**config.mk**
```make
export PLATFORM = sky130hd
export DESIGN_NAME = npu_gemm_engine
export DESIGN_NICKNAME = d
export VERILOG_FILES = /design/src/rtl/npu_gemm_engine.sv
export SDC_FILE = /design/constraint.sdc
export NUM_CORES = 2
export LEC_CHECK = 0
export CAP_MARGIN = 5
export CORE_MARGIN = 1
export CORE_UTILIZATION = 50
export CTS_BUF_LIST = sky130_fd_sc_hd__clkbuf_8 sky130_fd_sc_hd__clkbuf_16
export DETAILED_ROUTE_END_ITERATION = 16
export PLACE_DENSITY = 0.74
export SLEW_MARGIN = 20
export SYNTH_ARGS = -nofsm -noshare
export SYNTH_HDL_FRONTEND = slang
export SYNTH_SLANG_ARGS = --single-unit
```
**constraint.sdc**
```tcl
create_clock -name clk -period 16.65 [get_ports clk]
set_input_delay 3.33 -clock clk [delete_from_list [all_inputs] [get_ports clk]]
set_output_delay 3.33 -clock clk [all_outputs]
set_load 0.02 [all_outputs]
```
**src/rtl/npu_gemm_engine.sv**
```systemverilog
// NxN output-stationary systolic GEMM engine (C = A x B) with operand RAMs, skewed feeder and result port.
// Define NPU_SIGNED_EN for two's-complement operands and sign-extended products.
module npu_gemm_engine #(
   parameter int unsigned N  = 3,
   parameter int unsigned DW = 8,
   parameter int unsigned AW = 32
) (
   input  logic                     clk,
   input  logic                     rst,
   input  logic                     ld_en,
   input  logic                     ld_sel,
   input  logic [$clog2(N*N)-1:0]   ld_addr,
   input  logic [DW-1:0]            ld_data,
   input  logic                     start,
   output logic                     busy,
   output logic                     done,
   input  logic [$clog2(N*N)-1:0]   rd_addr,
   output logic [AW-1:0]            rd_data
);

   localparam int unsigned NN    = N * N;
   localparam int unsigned IW    = $clog2(NN);
   localparam int unsigned TW    = $clog2(3 * N);
   localparam int unsigned TLAST = 3 * N - 2;

   typedef enum logic [1:0] {IDLE, CLEAR, FEED, DONE} state_t;

   state_t          state;
   logic [TW-1:0]   t;
   logic [DW-1:0]   mem_a [NN];
   logic [DW-1:0]   mem_b [NN];
   logic [DW-1:0]   a_reg [NN];
   logic [DW-1:0]   b_reg [NN];
   logic [AW-1:0]   acc   [NN];

   function automatic logic [IW-1:0] idx(input int unsigned r, input int unsigned c);
      return IW'(r * N + c);
   endfunction

   function automatic logic [AW-1:0] prod(input logic [DW-1:0] a, input logic [DW-1:0] b);
`ifdef NPU_SIGNED_EN
      return {{(AW-DW){a[DW-1]}}, a} * {{(AW-DW){b[DW-1]}}, b};
`else
      return {{(AW-DW){1'b0}}, a} * {{(AW-DW){1'b0}}, b};
`endif
   endfunction

   always_ff @(posedge clk) begin
      if (rst) begin
         for (int unsigned i = 0; i < NN; i++) begin
            mem_a[i] <= '0;
            mem_b[i] <= '0;
         end
      end else if (state == IDLE && ld_en && 32'(ld_addr) < NN) begin
         if (ld_sel)
            mem_b[ld_addr] <= ld_data;
         else
            mem_a[ld_addr] <= ld_data;
      end
   end

   always_ff @(posedge clk) begin
      if (rst) begin
         state <= IDLE;
         t     <= '0;
         busy  <= 1'b0;
         done  <= 1'b0;
      end else begin
         case (state)
            IDLE: begin
               if (start) begin
                  state <= CLEAR;
                  busy  <= 1'b1;
               end
            end
            CLEAR: begin
               state <= FEED;
               t     <= '0;
            end
            FEED: begin
               if (32'(t) == TLAST) begin
                  state <= DONE;
                  done  <= 1'b1;
               end else begin
                  t <= t + 1'b1;
               end
            end
            DONE: begin
               state <= IDLE;
               done  <= 1'b0;
               busy  <= 1'b0;
            end
            default: state <= IDLE;
         endcase
      end
   end

   // a_reg/b_reg hold each PE's operand inputs; column 0 / row 0 entries are the skewed edge registers.
   always_ff @(posedge clk) begin
      if (rst || state == CLEAR) begin
         for (int unsigned i = 0; i < NN; i++) begin
            acc[i]   <= '0;
            a_reg[i] <= '0;
            b_reg[i] <= '0;
         end
      end else if (state == FEED) begin
         for (int unsigned r = 0; r < N; r++) begin
            for (int unsigned c = 0; c < N; c++) begin
               acc[idx(r, c)] <= acc[idx(r, c)] + prod(a_reg[idx(r, c)], b_reg[idx(r, c)]);
               if (c > 0)
                  a_reg[idx(r, c)] <= a_reg[idx(r, c - 1)];
               if (r > 0)
                  b_reg[idx(r, c)] <= b_reg[idx(r - 1, c)];
            end
         end
         for (int unsigned i = 0; i < N; i++) begin
            if (32'(t) >= i && 32'(t) - i < N) begin
               a_reg[idx(i, 0)] <= mem_a[idx(i, 32'(t) - i)];
               b_reg[idx(0, i)] <= mem_b[idx(32'(t) - i, i)];
            end else begin
               a_reg[idx(i, 0)] <= '0;
               b_reg[idx(0, i)] <= '0;
            end
         end
      end
   end

   always_ff @(posedge clk) begin
      if (rst)
         rd_data <= '0;
      else if (32'(rd_addr) < NN)
         rd_data <= acc[rd_addr];
      else
         rd_data <= '0;
   end

endmodule

```
==> impl_metrics.env <==
export IMPL_crit_end="acc[1][22]$_SDFFCE_PN0P_"
export IMPL_finalWirelength_mm=149
export IMPL_post_place_cells=7158
export IMPL_postSynth_topFlopCell="edfxtp_1"
export IMPL_synth_async_reset_ratio_pct=0
export IMPL_outcome="finished, final reports clean"
export IMPL_htree_num_levels=3
export IMPL_setup_ws_ns=9.56
export IMPL_gpl_final_weighted_congestion=0.916
export IMPL_nets=6497
export IMPL_tritoncts="yes"
export IMPL_worst_setup_path_startpoint="rst"
export IMPL_numCtsBuffers=86
export IMPL_grt_start_max_net_pins=172
export IMPL_post_cts_setup_buffers=0
export IMPL_leakagePower_nw=28.1
export IMPL_synthDistinctLibCells=82
export IMPL_standard_cell_rows=127
export IMPL_initial_utilization_pct=50.4
export IMPL_clock_skew_ns=0.0500
export IMPL_synthesis_instances=5547
export IMPL_total_core_area_sq_mm=0.120
export IMPL_timing_final_setup_violations=0
export IMPL_crit_reg2reg_launch="a_reg[7][7]$_SDFFCE_PP0P_"
export IMPL_synth_area_per_cell_sq_um=10.9
export IMPL_worst_path_arrival_time_ns=7.38
export IMPL_initial_antenna_violation_count=7
export IMPL_fin_setup_tns_ns=0
export IMPL_max_cap_viol_count=0
export IMPL_hold_slack_ns=0.488
export IMPL_timing_fmax_mhz=141
export IMPL_vias_per_cell=5.69
export IMPL_grt_remaining_overflow=0
export IMPL_layout_top_registers="acc x288, mem_a x128, mem_b x128"
export IMPL_max_clock_path_buffers=3
export IMPL_worstMarginPinSlew_ns=1.23
export IMPL_io_buffer_count=54
export IMPL_critical_path_peak_fanout=171
export IMPL_holdCritPathClass="reg2reg"
export IMPL_synth_enable_flop_cells=688
export IMPL_clk_insertion_delay_late_ns=0.70
export IMPL_synthDominantCellAreaShare_pct=34.3
export IMPL_regToRegSetupSlack_ns=10.97
export IMPL_final_layout_size_suffix_gt1_share_pct=8.55
export IMPL_largest_vdd_supply_drop_v=0.000204
export IMPL_vias=41600
export IMPL_synth_ff_latch_count=732
export IMPL_synth_most_common_cell="inv_1"
export IMPL_initialDrtViolationCount=3860
export IMPL_power_density_cell_area_mw_per_mm2=184
export IMPL_synth_top_cells_by_count="855 x inv_1, 688 x edfxtp_1, 608 x and2_1"
export IMPL_final_hold_violation_count=0
export IMPL_post_synth_main_area_contributors="edfxtp_1 34%, fa_1 15%, mux4_2 9.1%, ha_1 8.1%, and2_1 6.3%"
export IMPL_power_total_w=0.0121
export IMPL_dp_slack_ns=8.79
export IMPL_gr_usage_all_layers_pct=25.0
export IMPL_drc=0
export IMPL_largest_register="acc"
export IMPL_grt_pass1_wl_mm=238
export IMPL_r2r_depth=17
export IMPL_largest_register_ffs=288
export IMPL_hpwlAfterDp_mm=110
export IMPL_slew_headroom_pct=17.8
export IMPL_die_w_um=349
export IMPL_crit_reg2reg_capture="acc[7][31]$_SDFFCE_PN0P_"
export IMPL_class_of_the_most_critical_setup_path="in2reg"
export IMPL_slew_violations=0
export IMPL_drtPass1Iterations=7
export IMPL_detail_route_wl_per_cell_um=20.3
export IMPL_cts_clock_pin_slew_for_the_worst_setup_and_hold_paths_ns=0.05
export IMPL_rsz0062_at_grt="no"
export IMPL_first_global_vias=42800
export IMPL_synthToLayoutAreaGrowth_pct=9.03
export IMPL_synthesis_yosys_warnings=0
export IMPL_synth_sequential_area_ratio_pct=35.7
export IMPL_design_die_area_sq_mm=0.122
export IMPL_antenna_left=0
export IMPL_yosys_area_top_type="edfxtp_1"
export IMPL_clockRootBuffer="clkbuf_16"
export IMPL_cells_resized_by_post_cts_repair=0
export IMPL_floorplan_die_height_um=349
export IMPL_period_needed_ns=7.09
export IMPL_timing_critical_path_from_type="input pin"
export IMPL_final_instance_count_excl_fill=7318
export IMPL_ioPinCount=55
export IMPL_post_cts_hold_buffer_count=0
export IMPL_critPathRequiredTime_ns=16.93
export IMPL_final_min_period_over_clock_period_pct=42.6
export IMPL_numClockSinks=732
export IMPL_critical_path_endpoint_type="register"
export IMPL_cell_area_after_synthesis_sq_mm=0.0603
-- per-layer routing --
metal | GRT usage [%] | wire length, um | vias to the layer above | part of all wire, %
met5 | 0 | 41 | - | 0.028
met3 | 3.91 | 11800 | 289 | 7.9
met1 | 32.8 | 59300 | 20900 | 40
li1 | - | - | 18800 | -
met2 | 41.6 | 71800 | 1655 | 48
met4 | 9.67 | 5670 | 6 | 3.8
-- cells in the final DEF, fill, tap and decap left out, types with 10 or more instances in the layout --
master / instances
clkbuf_16: 91
conb_1: 112
nand2b_1: 29
a31oi_1: 23
inv_1: 868
dfxtp_1: 40
clkdlybuf4s50_1: 45
o21a_1: 26
clkinv_2: 15
ha_1: 390
o211ai_1: 10
mux4_2: 243
o21ai_0: 86
nand3_1: 109
or2_2: 21
o21ai_1: 20
nand2_1: 525
and3_1: 30
nor2_1: 345
or3_1: 26
buf_4: 35
and4_1: 12
a21o_1: 45
fa_1: 451
xor2_1: 80
nand4_1: 44
mux2i_1: 59
and2_1: 608
a211oi_1: 68
nor3_1: 38
nor2b_1: 42
a21oi_1: 177
edfxtp_1: 688
xnor2_1: 103
-- cell type report --
| cell class | instances | area [sq um] |
|---|---|---|
| Multi-Input combinational cell | 3871 | 35200 |
| Antenna cell | 1 | 2.50 |
| Clock inverter | 63 | 612 |
| Fill cell | 9981 | 54000 |
| Timing Repair Buffer | 88 | 768 |
| Clock buffer | 96 | 2350 |
| Tap cell | 1612 | 2020 |
| Sequential cell | 732 | 21600 |
| Inverter | 855 | 3210 |
-- through the flow --
stage | cell area (sq um) | util [%]
3_3_place_gp | 62800 | 52.5
5_1_grt | 65700 | 54.9
6_report | 65700 | 54.9
2_1_floorplan | 60700 | -
4_1_cts | 65700 | 54.9
3_5_place_dp | 62800 | 52.5
-- how the worst min path moves through the flow --
stage	start	to	slack, ns	cells past startpoint
finish	busy$_SDFFE_PP0P_	busy$_SDFFE_PP0P_	0.49	2
detailed placement	t[3]$_SDFFE_PP0P_	register	0.48	1
global route	t[3]$_SDFFE_PP0P_	register	0.51	1
global placement	t[3]$_SDFFE_PP0P_	t[3]$_SDFFE_PP0P_	0.47	1
CTS	t[3]$_SDFFE_PP0P_	register	0.49	1
floorplan	t[3]$_SDFFE_PP0P_	register	0.45	1
-- power by group --
| group | switching (W) | total, W | internal [W] |
|---|---|---|---|
| registers | 0.000722 | 0.00334 | 0.00262 |
| logic | 0.00398 | 0.00676 | 0.00277 |
| clock network | 0.000841 | 0.00198 | 0.00113 |
-- kinds of logic (layout without fill, tap and decap cells) --
family	count (synthesis)	in the layout	share of synthesized area, %
other	1	113	0.00622
buffers and inverters	1055	1102	6.68
XOR/XNOR	188	188	2.76
multiplexers	310	310	10.2
AO/OA/AOI/OAI	558	558	5.96
flip-flops	732	732	35.7
AND/OR/NAND/NOR	1861	1861	15.5
adder cells (fa/ha/maj)	842	842	23.1
-- worst max-delay path, stage by stage --
cell and delay (ns):
clkdlybuf4s50_1 0.49, buf_4 0.38, or3_4 0.72, buf_4 0.77
buf_12 0.58, buf_4 0.85
Note: power is estimated with default switching activity, not from simulation.
